===== src/rtl/types.sv =====
// Shared flit types for the inter-device link.
package types;

  typedef struct packed {
    logic       is_ack;
    logic [3:0] seq;
    logic [2:0] dest;
  } header_t;

  typedef struct packed {
    header_t     header;
    logic [23:0] payload;
  } flit_t;

endpackage


===== src/rtl/interdevice_tx_arbiter_if.sv =====
// Source handshakes, waiting-ACK status and TX port of the inter-device TX arbiter.
interface interdevice_tx_arbiter_if;

  types::flit_t ack_flit;
  logic         ack_flit_valid;
  logic         ack_flit_ready;

  types::flit_t resend_flit;
  logic         resend_flit_valid;
  logic         resend_flit_ready;

  types::flit_t new_flit;
  logic         new_flit_valid;
  logic         new_flit_ready;

  logic         ack_buffer_full;

  types::flit_t interdevice_tx_flit;
  logic         interdevice_tx_valid;
  logic         interdevice_tx_ready;

  logic [1:0]   tx_src;
  logic         starve_event;

  // Environment side: flit sources, waiting-ACK controller and physical link.
  modport master (
    output ack_flit, ack_flit_valid, input ack_flit_ready,
    output resend_flit, resend_flit_valid, input resend_flit_ready,
    output new_flit, new_flit_valid, input new_flit_ready,
    output ack_buffer_full,
    input  interdevice_tx_flit, interdevice_tx_valid, output interdevice_tx_ready,
    input  tx_src, starve_event
  );

  // Arbiter side.
  modport slave (
    input  ack_flit, ack_flit_valid, output ack_flit_ready,
    input  resend_flit, resend_flit_valid, output resend_flit_ready,
    input  new_flit, new_flit_valid, output new_flit_ready,
    input  ack_buffer_full,
    output interdevice_tx_flit, interdevice_tx_valid, input interdevice_tx_ready,
    output tx_src, starve_event
  );

endinterface


===== src/rtl/interdevice_tx_arbiter.sv =====
// Fixed-priority (ACK > resend > new) TX arbiter with starvation promotion, feeding a
// one-entry output register in front of the inter-device link.
module interdevice_tx_arbiter #(
  parameter int unsigned STARVE_LIMIT = 8
) (
  input logic                     nocclk,
  input logic                     rst_n,
  interdevice_tx_arbiter_if.slave tx_if
);

  localparam int unsigned CntW = $clog2(STARVE_LIMIT + 1);
  localparam logic [CntW-1:0] CntMax = CntW'(STARVE_LIMIT);

  typedef enum logic [0:0] {StEmpty, StFull} state_e;
  typedef enum logic [1:0] {
    SrcNone   = 2'd0,
    SrcAck    = 2'd1,
    SrcResend = 2'd2,
    SrcNew    = 2'd3
  } src_e;

  state_e          state_q, state_d;
  types::flit_t    flit_q, flit_d;
  src_e            src_q, src_d;
  logic            starve_q, starve_d;
  logic [CntW-1:0] resend_cnt_q, resend_cnt_d;
  logic [CntW-1:0] new_cnt_q, new_cnt_d;

  logic tx_valid;
  logic load_en;
  logic ack_elig, resend_elig, new_elig;
  logic force_resend, force_new;
  src_e winner;

  assign tx_valid = (state_q == StFull);
  assign load_en  = (state_q == StEmpty) | (tx_valid & tx_if.interdevice_tx_ready);

  assign ack_elig    = tx_if.ack_flit_valid;
  assign resend_elig = tx_if.resend_flit_valid;
  // ACK-type new flits are never tracked, so a full waiting-ACK buffer must not block them.
  assign new_elig    = tx_if.new_flit_valid &
                       (!tx_if.ack_buffer_full | tx_if.new_flit.header.is_ack);

  always_comb begin
    force_resend = resend_elig && (resend_cnt_q == CntMax);
    force_new    = !force_resend && new_elig && (new_cnt_q == CntMax);
    winner       = SrcNone;
    if (force_resend) begin
      winner = SrcResend;
    end else if (force_new) begin
      winner = SrcNew;
    end else if (ack_elig) begin
      winner = SrcAck;
    end else if (resend_elig) begin
      winner = SrcResend;
    end else if (new_elig) begin
      winner = SrcNew;
    end
  end

  assign tx_if.ack_flit_ready    = load_en && (winner == SrcAck);
  assign tx_if.resend_flit_ready = load_en && (winner == SrcResend);
  assign tx_if.new_flit_ready    = load_en && (winner == SrcNew);

  always_comb begin
    state_d      = state_q;
    flit_d       = flit_q;
    src_d        = src_q;
    starve_d     = 1'b0;
    resend_cnt_d = resend_cnt_q;
    new_cnt_d    = new_cnt_q;

    if (load_en) begin
      if (winner != SrcNone) begin
        state_d  = StFull;
        src_d    = winner;
        starve_d = force_resend | force_new;
        case (winner)
          SrcAck:    flit_d = tx_if.ack_flit;
          SrcResend: flit_d = tx_if.resend_flit;
          SrcNew:    flit_d = tx_if.new_flit;
          default:   flit_d = flit_q;
        endcase

        // A grant opportunity is lost only when eligible and another source won.
        if (winner == SrcResend) begin
          resend_cnt_d = '0;
        end else if (resend_elig && (resend_cnt_q != CntMax)) begin
          resend_cnt_d = resend_cnt_q + 1'b1;
        end

        if (winner == SrcNew) begin
          new_cnt_d = '0;
        end else if (new_elig && (new_cnt_q != CntMax)) begin
          new_cnt_d = new_cnt_q + 1'b1;
        end
      end else begin
        state_d = StEmpty;
        src_d   = SrcNone;
      end
    end
  end

  always_ff @(posedge nocclk or negedge rst_n) begin
    if (!rst_n) begin
      state_q      <= StEmpty;
      flit_q       <= '0;
      src_q        <= SrcNone;
      starve_q     <= 1'b0;
      resend_cnt_q <= '0;
      new_cnt_q    <= '0;
    end else begin
      state_q      <= state_d;
      flit_q       <= flit_d;
      src_q        <= src_d;
      starve_q     <= starve_d;
      resend_cnt_q <= resend_cnt_d;
      new_cnt_q    <= new_cnt_d;
    end
  end

  assign tx_if.interdevice_tx_flit  = flit_q;
  assign tx_if.interdevice_tx_valid = tx_valid;
  assign tx_if.tx_src               = src_q;
  assign tx_if.starve_event         = starve_q;

  a_ready_onehot: assert property (@(posedge nocclk) disable iff (!rst_n)
    $onehot0({tx_if.ack_flit_ready, tx_if.resend_flit_ready, tx_if.new_flit_ready}));

  a_stall_stable: assert property (@(posedge nocclk) disable iff (!rst_n)
    (tx_valid && !tx_if.interdevice_tx_ready) |=> ($stable(flit_q) && $stable(src_q)));

endmodule


===== src/flat_wrapper.sv =====
// flat-port wrapper written by rule: the top's interface ports become plain ports
module interdevice_tx_arbiter_flat 
#(
  parameter int unsigned STARVE_LIMIT = 8
)
  (nocclk, rst_n, tx_if_ack_flit, tx_if_ack_flit_valid, tx_if_ack_flit_ready, tx_if_resend_flit, tx_if_resend_flit_valid, tx_if_resend_flit_ready, tx_if_new_flit, tx_if_new_flit_valid, tx_if_new_flit_ready, tx_if_ack_buffer_full, tx_if_interdevice_tx_flit, tx_if_interdevice_tx_valid, tx_if_interdevice_tx_ready, tx_if_tx_src, tx_if_starve_event);
  interdevice_tx_arbiter_if tx_if_i ();
  input logic nocclk;
  input logic rst_n;
  input wire logic [$bits(tx_if_i.ack_flit)-1:0] tx_if_ack_flit;
  input wire logic [$bits(tx_if_i.ack_flit_valid)-1:0] tx_if_ack_flit_valid;
  output wire logic [$bits(tx_if_i.ack_flit_ready)-1:0] tx_if_ack_flit_ready;
  input wire logic [$bits(tx_if_i.resend_flit)-1:0] tx_if_resend_flit;
  input wire logic [$bits(tx_if_i.resend_flit_valid)-1:0] tx_if_resend_flit_valid;
  output wire logic [$bits(tx_if_i.resend_flit_ready)-1:0] tx_if_resend_flit_ready;
  input wire logic [$bits(tx_if_i.new_flit)-1:0] tx_if_new_flit;
  input wire logic [$bits(tx_if_i.new_flit_valid)-1:0] tx_if_new_flit_valid;
  output wire logic [$bits(tx_if_i.new_flit_ready)-1:0] tx_if_new_flit_ready;
  input wire logic [$bits(tx_if_i.ack_buffer_full)-1:0] tx_if_ack_buffer_full;
  output wire logic [$bits(tx_if_i.interdevice_tx_flit)-1:0] tx_if_interdevice_tx_flit;
  output wire logic [$bits(tx_if_i.interdevice_tx_valid)-1:0] tx_if_interdevice_tx_valid;
  input wire logic [$bits(tx_if_i.interdevice_tx_ready)-1:0] tx_if_interdevice_tx_ready;
  output wire logic [$bits(tx_if_i.tx_src)-1:0] tx_if_tx_src;
  output wire logic [$bits(tx_if_i.starve_event)-1:0] tx_if_starve_event;
  assign tx_if_i.ack_flit = tx_if_ack_flit;
  assign tx_if_i.ack_flit_valid = tx_if_ack_flit_valid;
  assign tx_if_ack_flit_ready = tx_if_i.ack_flit_ready;
  assign tx_if_i.resend_flit = tx_if_resend_flit;
  assign tx_if_i.resend_flit_valid = tx_if_resend_flit_valid;
  assign tx_if_resend_flit_ready = tx_if_i.resend_flit_ready;
  assign tx_if_i.new_flit = tx_if_new_flit;
  assign tx_if_i.new_flit_valid = tx_if_new_flit_valid;
  assign tx_if_new_flit_ready = tx_if_i.new_flit_ready;
  assign tx_if_i.ack_buffer_full = tx_if_ack_buffer_full;
  assign tx_if_interdevice_tx_flit = tx_if_i.interdevice_tx_flit;
  assign tx_if_interdevice_tx_valid = tx_if_i.interdevice_tx_valid;
  assign tx_if_i.interdevice_tx_ready = tx_if_interdevice_tx_ready;
  assign tx_if_tx_src = tx_if_i.tx_src;
  assign tx_if_starve_event = tx_if_i.starve_event;
  interdevice_tx_arbiter #(.STARVE_LIMIT(STARVE_LIMIT)) u_core (.nocclk(nocclk), .rst_n(rst_n), .tx_if(tx_if_i));
endmodule

===== config.mk =====
export PLATFORM = sky130hd
export DESIGN_NAME = interdevice_tx_arbiter_flat
export DESIGN_NICKNAME = d
export VERILOG_FILES = /design/src/rtl/types.sv /design/src/rtl/interdevice_tx_arbiter_if.sv /design/src/rtl/interdevice_tx_arbiter.sv /design/src/flat_wrapper.sv
export SDC_FILE = /design/constraint.sdc
export NUM_CORES = 1
export LEC_CHECK = 0
export CAP_MARGIN = 0
export CELL_PAD_IN_SITES_DETAIL_PLACEMENT = 0
export CELL_PAD_IN_SITES_GLOBAL_PLACEMENT = 1
export CORE_MARGIN = 2
export CORE_UTILIZATION = 26
export DETAILED_ROUTE_END_ITERATION = 10
export GPL_ROUTABILITY_DRIVEN = 0
export HOLD_SLACK_MARGIN = 0.12
export PLACE_DENSITY = 0.8
export SLEW_MARGIN = 20
export SYNTH_ARGS = -nofsm -noshare
export SYNTH_HDL_FRONTEND = slang
export SYNTH_SLANG_ARGS = --single-unit

===== constraint.sdc =====
create_clock -name nocclk -period 1.83 [get_ports nocclk]
set_input_delay 0.366 -clock nocclk [delete_from_list [all_inputs] [get_ports nocclk]]
set_output_delay 0.366 -clock nocclk [all_outputs]
set_load 0.01 [all_outputs]

==> results of run 1 <==
[metrics by stage]
stage / utilization, % / power, mW / cells
2_1_floorplan: - / 2.14 / 309
3_3_place_gp: 44.8 / 3.11 / 596
3_5_place_dp: 44.8 / 3.16 / 596
4_1_cts: 51.6 / 4.42 / 624
5_1_grt: 52.7 / 4.74 / 627
6_report: 52.7 / 4.48 / 627
[critical path, delay by kind of cell (launching register included)]
family,cells,cell delay [ps]
AND/OR/NAND/NOR,3,610
flip-flops,1,390
buffers and inverters,2,180
adder cells (fa/ha/maj),1,170
AO/OA/AOI/OAI,1,110
[what timing repair did]
action                                  in CTS  in global routing
pin swaps                                   33                 34
hold buffers                                 1                  0
setup buffers                               14                  6
cloned                                       7                  0
endpoints found under the hold margin       18                  0
gates resized for setup                     92                 23
endpoints found under the setup margin      32                 34
[layout by cell type, fill, tap and decap left out, drive strengths merged, types with 3 or more instances in the layout]
| cell type | n |
|---|---|
| and2 | 3 |
| nor2 | 5 |
| nand2b | 4 |
| nand3 | 21 |
| clkbuf | 7 |
| nand4 | 10 |
| nand2 | 31 |
| a41oi | 23 |
| buf | 69 |
| o31ai | 23 |
| ha | 4 |
| o21ai | 14 |
| o211ai | 34 |
| dfrtp | 44 |
| a21o | 3 |
| clkdlybuf4s50 | 135 |
| inv | 6 |
| a21oi | 30 |
[kinds of logic after synthesis]
| kind of cell | synth area share, % |
|---|---|
| compound gates | 36.0 |
| fa+ha+maj | 1.82 |
| buf+inv | 6.59 |
| flops | 40.0 |
| simple gates | 15.6 |
[power groups by stage]
stage                     clock network [mW]  logic, mW  registers [mW]
after floorplan                            0      0.688            1.45
after global placement                     0       1.75            1.36
after detailed placement                   0       1.80            1.36
after CTS                              0.876       2.20            1.35
after global routing                   0.915       2.45            1.38
final                                  0.852       2.28            1.35
[final timing paths]
| check | from | end | depth (start not counted) |
|---|---|---|---|
| worst max register to register | u_core.new_cnt_q[0] | u_core.tx_if.interdevice_tx_flit[12] | 10 |
| worst min register to register | u_core.tx_if.tx_src[0] | u_core.tx_if.tx_src[0] | 2 |
| max in group asynchronous | rst_n | u_core.tx_if.tx_src[1] | 3 |
| worst min-delay path | u_core.tx_if.tx_src[0] | u_core.tx_if.tx_src[0] | 2 |
| min in group asynchronous | rst_n | u_core.tx_if.interdevice_tx_flit[19] | 2 |
| worst max-delay path | u_core.new_cnt_q[0] | tx_if_resend_flit_ready | 7 |
[layout make-up]
| cell class | count | area, um2 |
|---|---|---|
| flip-flops and latches | 44 | 1100 |
| well taps | 136 | 170 |
| clock buffers | 7 | 96.3 |
| inverters | 6 | 22.5 |
| repair buffers | 207 | 2130 |
| multi-input cells | 226 | 1890 |
| fillers | 942 | 4890 |
| clock inverters | 1 | 30.0 |
[flip-flops by register name, indices dropped and copies added, names as in the netlist]
signal / count
u_core.tx_if.interdevice_tx_valid: 1
u_core.tx_if.starve_event: 1
u_core.resend_cnt_q: 4
u_core.tx_if.interdevice_tx_flit: 32
u_core.new_cnt_q: 4
u_core.tx_if.tx_src: 2
[routing by layer]
layer / vias up / wire [um] / part of all wire, %
li1: 1561 / - / -
met3: 22 / 823 / 6.8
met1: 1665 / 5200 / 43
met4: 0 / 224 / 1.9
met5: - / 0 / 0
met2: 144 / 5840 / 48
==> results_dict.tcl, run 1 <==
set metrics [dict create \
    status "finished with violations" \
    violations "setup timing" \
    setup_viol 30 \
    relSlewSlack_pct 67.2 \
    synth_ff_type "dfrtp_1" \
    cts_buffer_depth 2 \
    pwr-share-seq_pct 30.1 \
    syn_avg_cell_area_um2 8.91 \
    track_usage_pct 21.2 \
    wl_per_cell_um 19.3 \
    finalClockSkew_ps 8.40 \
    use_met2_pct 34.8 \
    path_cells "inv_1 -> ha_2 -> and3b_2 -> a31oi_4 -> or2_4 -> and2_4 -> buf_6" \
    totalWireLength_mm 12.1 \
    die_w_um 107 \
    place_ws_ps -813 \
    min_path_type "reg2reg" \
    ant_nets 0 \
    cpPeakStageDelay_ps 390 \
    yosys-top-cells-count "44 x dfrtp_1, 34 x o211ai_1, 31 x nand2_1" \
    io_buffers 141 \
    path_class "reg2out" \
    nNetsFinal 597 \
    drv_slew 0 \
    synth-edff-count 0 \
    setup_tns_ps -5160 \
    drc 0 \
    drtPass1Iterations 4 \
    r2r_setup_slack_ps -190 \
    fin_ws_ps -292 \
    synth_top_cells_by_area "dfrtp_1 40%, o211ai_1 9.3%, a41oi_1 6.4%" \
    synth_nets 416 \
    netlist.area_leader.share_pct 40.0 \
    final_hold_viol_count 0 \
    startpoint_type "flip-flop" \
    yosys.area.top_type "dfrtp_1" \
    layout-drive-gt1-share_pct 31.0 \
    cts_sinks 44 \
    use_met3_pct 4.56 \
    critPathRequiredTime_ps 1460 \
    overflow 0 \
    cts_tree "built" \
    cap_violations 0 \
    fp.dieArea_mm2 0.0114 \
    yosysUniqueCellTypes 39 \
    start_util_pct 26.7 \
    rsz0062_at_grt "yes" \
    via_count 3392 \
    end_kind "output port" \
    yosys_warnings 0 \
    die_h_um 107 \
    clk_latency_ps 300 \
    pwr-share-clk_pct 19.0 \
    core_mm2 0.0103 \
    area_growth_pct 97.5 \
    ys_seq_area_share_pct 40.0 \
    clkTransAtPathRegs_ps 90 \
    numCtsBuffers 5 \
    p_int_mw 2.97 \
    timing.hold.ws_ps 496 \
    p_switching_mw 1.51 \
    top_usage_layer "met2" \
    avgViaCountPerCell 5.41 \
    vdd_drop_max_v 0.000373 \
    worst_path_max_delay_cell "dfrtp_1" \
    p_comb_share_pct 50.9 \
    placed_area_mm2 0.00462 \
    antenna_cells 0 \
    drtIter0Drc 131 \
    fin_crit_sh_pct 116 \
    grt_pass1_vias 3645 \
    grt_start_max_net_pins 38 \
    p_leak_nw 2.12 \
    synth_most_common_cell "dfrtp_1" \
    period_needed_ps 2120 \
    cp_max_fo 2 \
    p_per_area_mw_per_mm2 824 \
    async_flop_share_pct 100 \
    grtUsageMet1_pct 28.0 \
    fmax_ghz 0.471 \
    clockRootBuffer "clkbuf_8" \
    arrival_ps 1760 \
    grt_first_pass_wirelength_mm 19.1 \
    rows 37 \
    netlist_area_mm2 0.00275 \
    final_cell_area_mm2 0.00544 \
    ys_ff_latch 44 \
    io_pins 142 \
    power.share.switching_pct 33.8 \
    worst_slew_pin_slew_ps 493 \
    synth_cells 309 \
    htree_levels 2 \
    dpl.hpwl_mm 7.55 \
    grt_antenna_before_repair 0 \
]
No activity file was read; power rests on OpenSTA's default activity.
==> run 2, diff against run 1 <==
- SLEW_MARGIN: 20 -> 0
==> results of run 2 <==
No change in the layout: final DEF, timing and power equal those of run 1.
==> run 3, diff against run 2 <==
- CORE_UTILIZATION: 26 -> 28
- PLACE_DENSITY: 0.8 -> 0.82
- clock period: 1.83 -> 2.4 ns (I/O delays scaled with it)
==> results_dict.tcl, run 3 (synthesized netlist as in run 1, its figures left out) <==
set metrics [dict create \
    r2r_start "u_core.resend_cnt_q[1]" \
    wl_per_cell_um 17.7 \
    largest_reg_flops 32 \
    cts_buffer_depth 2 \
    drtPass1Iterations 4 \
    min_path_type "in2async" \
    end_kind "output port" \
    cts_hold_buf 0 \
    arrival_ps 1780 \
    finalNonFillerCells 592 \
    area_growth_pct 68.3 \
    fp.dieArea_mm2 0.0106 \
    relSlewSlack_pct 57.5 \
    placed_area_mm2 0.00449 \
    dpl.hpwl_mm 7.21 \
    cap_violations 0 \
    drv_slew 0 \
    drc 0 \
    cts_setup_buffers 0 \
    status "finished, final reports clean" \
    finalClockSkew_ps 2.03 \
    track_usage_pct 19.2 \
    final_hold_viol_count 0 \
    clockRootBuffer "clkbuf_8" \
    cp_max_fo 2 \
    numCtsBuffers 5 \
    clkTransAtPathRegs_ps 80 \
    final_cell_area_mm2 0.00463 \
    grt_start_max_net_pins 45 \
    overflow 0 \
    fmax_ghz 0.443 \
    ant_nets 0 \
    drtIter0Drc 103 \
    clk_latency_ps 290 \
    setup_tns_ps 0 \
    path_class "reg2out" \
    die_w_um 103 \
    core_mm2 0.00964 \
    grt_antenna_before_repair 0 \
    path_cells "inv_1 -> ha_1 -> and3b_2 -> a31oi_2 -> or2_2 -> and2_1 -> clkbuf_2" \
    worst-path-buf-inv 2 \
    start_util_pct 28.6 \
    p_leak_nw 1.76 \
    cpPeakStageDelay_ps 380 \
    fin_crit_sh_pct 94.1 \
    io_buffers 141 \
    htree_levels 2 \
    period_needed_ps 2260 \
    nNetsFinal 565 \
    startpoint_type "flip-flop" \
    grt_first_pass_wirelength_mm 16.2 \
    rsz0062_at_grt "no" \
    grt_pass1_vias 3301 \
    mostFrequentLayoutCell "clkdlybuf4s50_1" \
    avgViaCountPerCell 5.44 \
    worst_path_max_delay_cell "dfrtp_1" \
    dp.cells 584 \
    worst_slew_pin_slew_ps 635 \
    totalWireLength_mm 10.5 \
    io_pins 142 \
    cts_tree "built" \
    critPathRequiredTime_ps 1920 \
    setup_viol 0 \
    crit_family "simple AND/OR/NAND/NOR gates" \
    crit_start "u_core.new_cnt_q[0]" \
    vdd_drop_max_v 0.000354 \
    antenna_cells 0 \
    rows 36 \
    via_count 3218 \
    layout-drive-gt1-share_pct 13.7 \
    p_per_area_mw_per_mm2 622 \
    cts_sinks 44 \
    final_cell_mix "133 x clkdlybuf4s50_1, 44 x dfrtp_1, 34 x o211ai_1" \
    die_h_um 103 \
]
[run 3: report_power, final]
group | switching [mW] | internal, mW | total, mW
Sequential | 0.121 | 0.923 | 1.04
Combinational | 0.583 | 0.686 | 1.27
Clock | 0.260 | 0.309 | 0.569
Total | 0.963 | 1.92 | 2.88
[run 3: per-stage QoR]
step / total power [mW] / worst slack (ps) / util [%] / hold slack [ps]
detailed placement: 2.32 / -376 / 46.6 / 484
finish: 2.88 / 141 / 48.1 / 265
global placement: 2.30 / -262 / 46.6 / 489
CTS: 2.91 / 5.08 / 47.9 / 287
global route: 3.07 / 31.4 / 48.1 / 307
floorplan: 1.61 / 254 / - / 184
[run 3: path summary, 6_finish.rpt]
| check | cells after the start | slack, ps | end |
|---|---|---|---|
| hold / removal | 2 | 270 | u_core.tx_if.interdevice_tx_flit[19] |
| setup / recovery | 7 | 140 | tx_if_resend_flit_ready |
| setup reg to reg | 7 | 250 | u_core.new_cnt_q[3] |
| min in group nocclk | 2 | 510 | u_core.tx_if.tx_src[0] |
| max in group asynchronous | 2 | 1730 | u_core.tx_if.interdevice_tx_flit[29] |
| hold reg to reg | 2 | 510 | u_core.tx_if.tx_src[0] |
[run 3: area by class of cell]
cell class                 count  area (um2)
clock inverter                 2        35.0
clock buffer                   6        72.6
inverter                       6        22.5
timing repair buffer         176        1710
fill                         936        5010
sequential                    44        1100
tap                          133         166
multi-input combinational    225        1520
[run 3: per-layer routing]
layer,global-route usage (%),routed length [um],vias to the layer above
li1,-,-,1501
met1,25.2,4440,1562
met2,32.2,5060,147
met3,3.66,852,8
met4,5.87,109,0
met5,0,0,-
[run 3: repair_timing]
item                                    in CTS  in global routing
resized for setup                           11                 10
pin swaps                                    1                  0
endpoints found under the setup margin      24                 24
[run 3: worst reg2reg max path, stage by stage (launching register included)]
cell	delay, ps
dfrtp_1	400
inv_1	60
ha_1	170
and4b_2	260
buf_4	220
a2111o_1	440
or3_1	370
a21oi_1	150
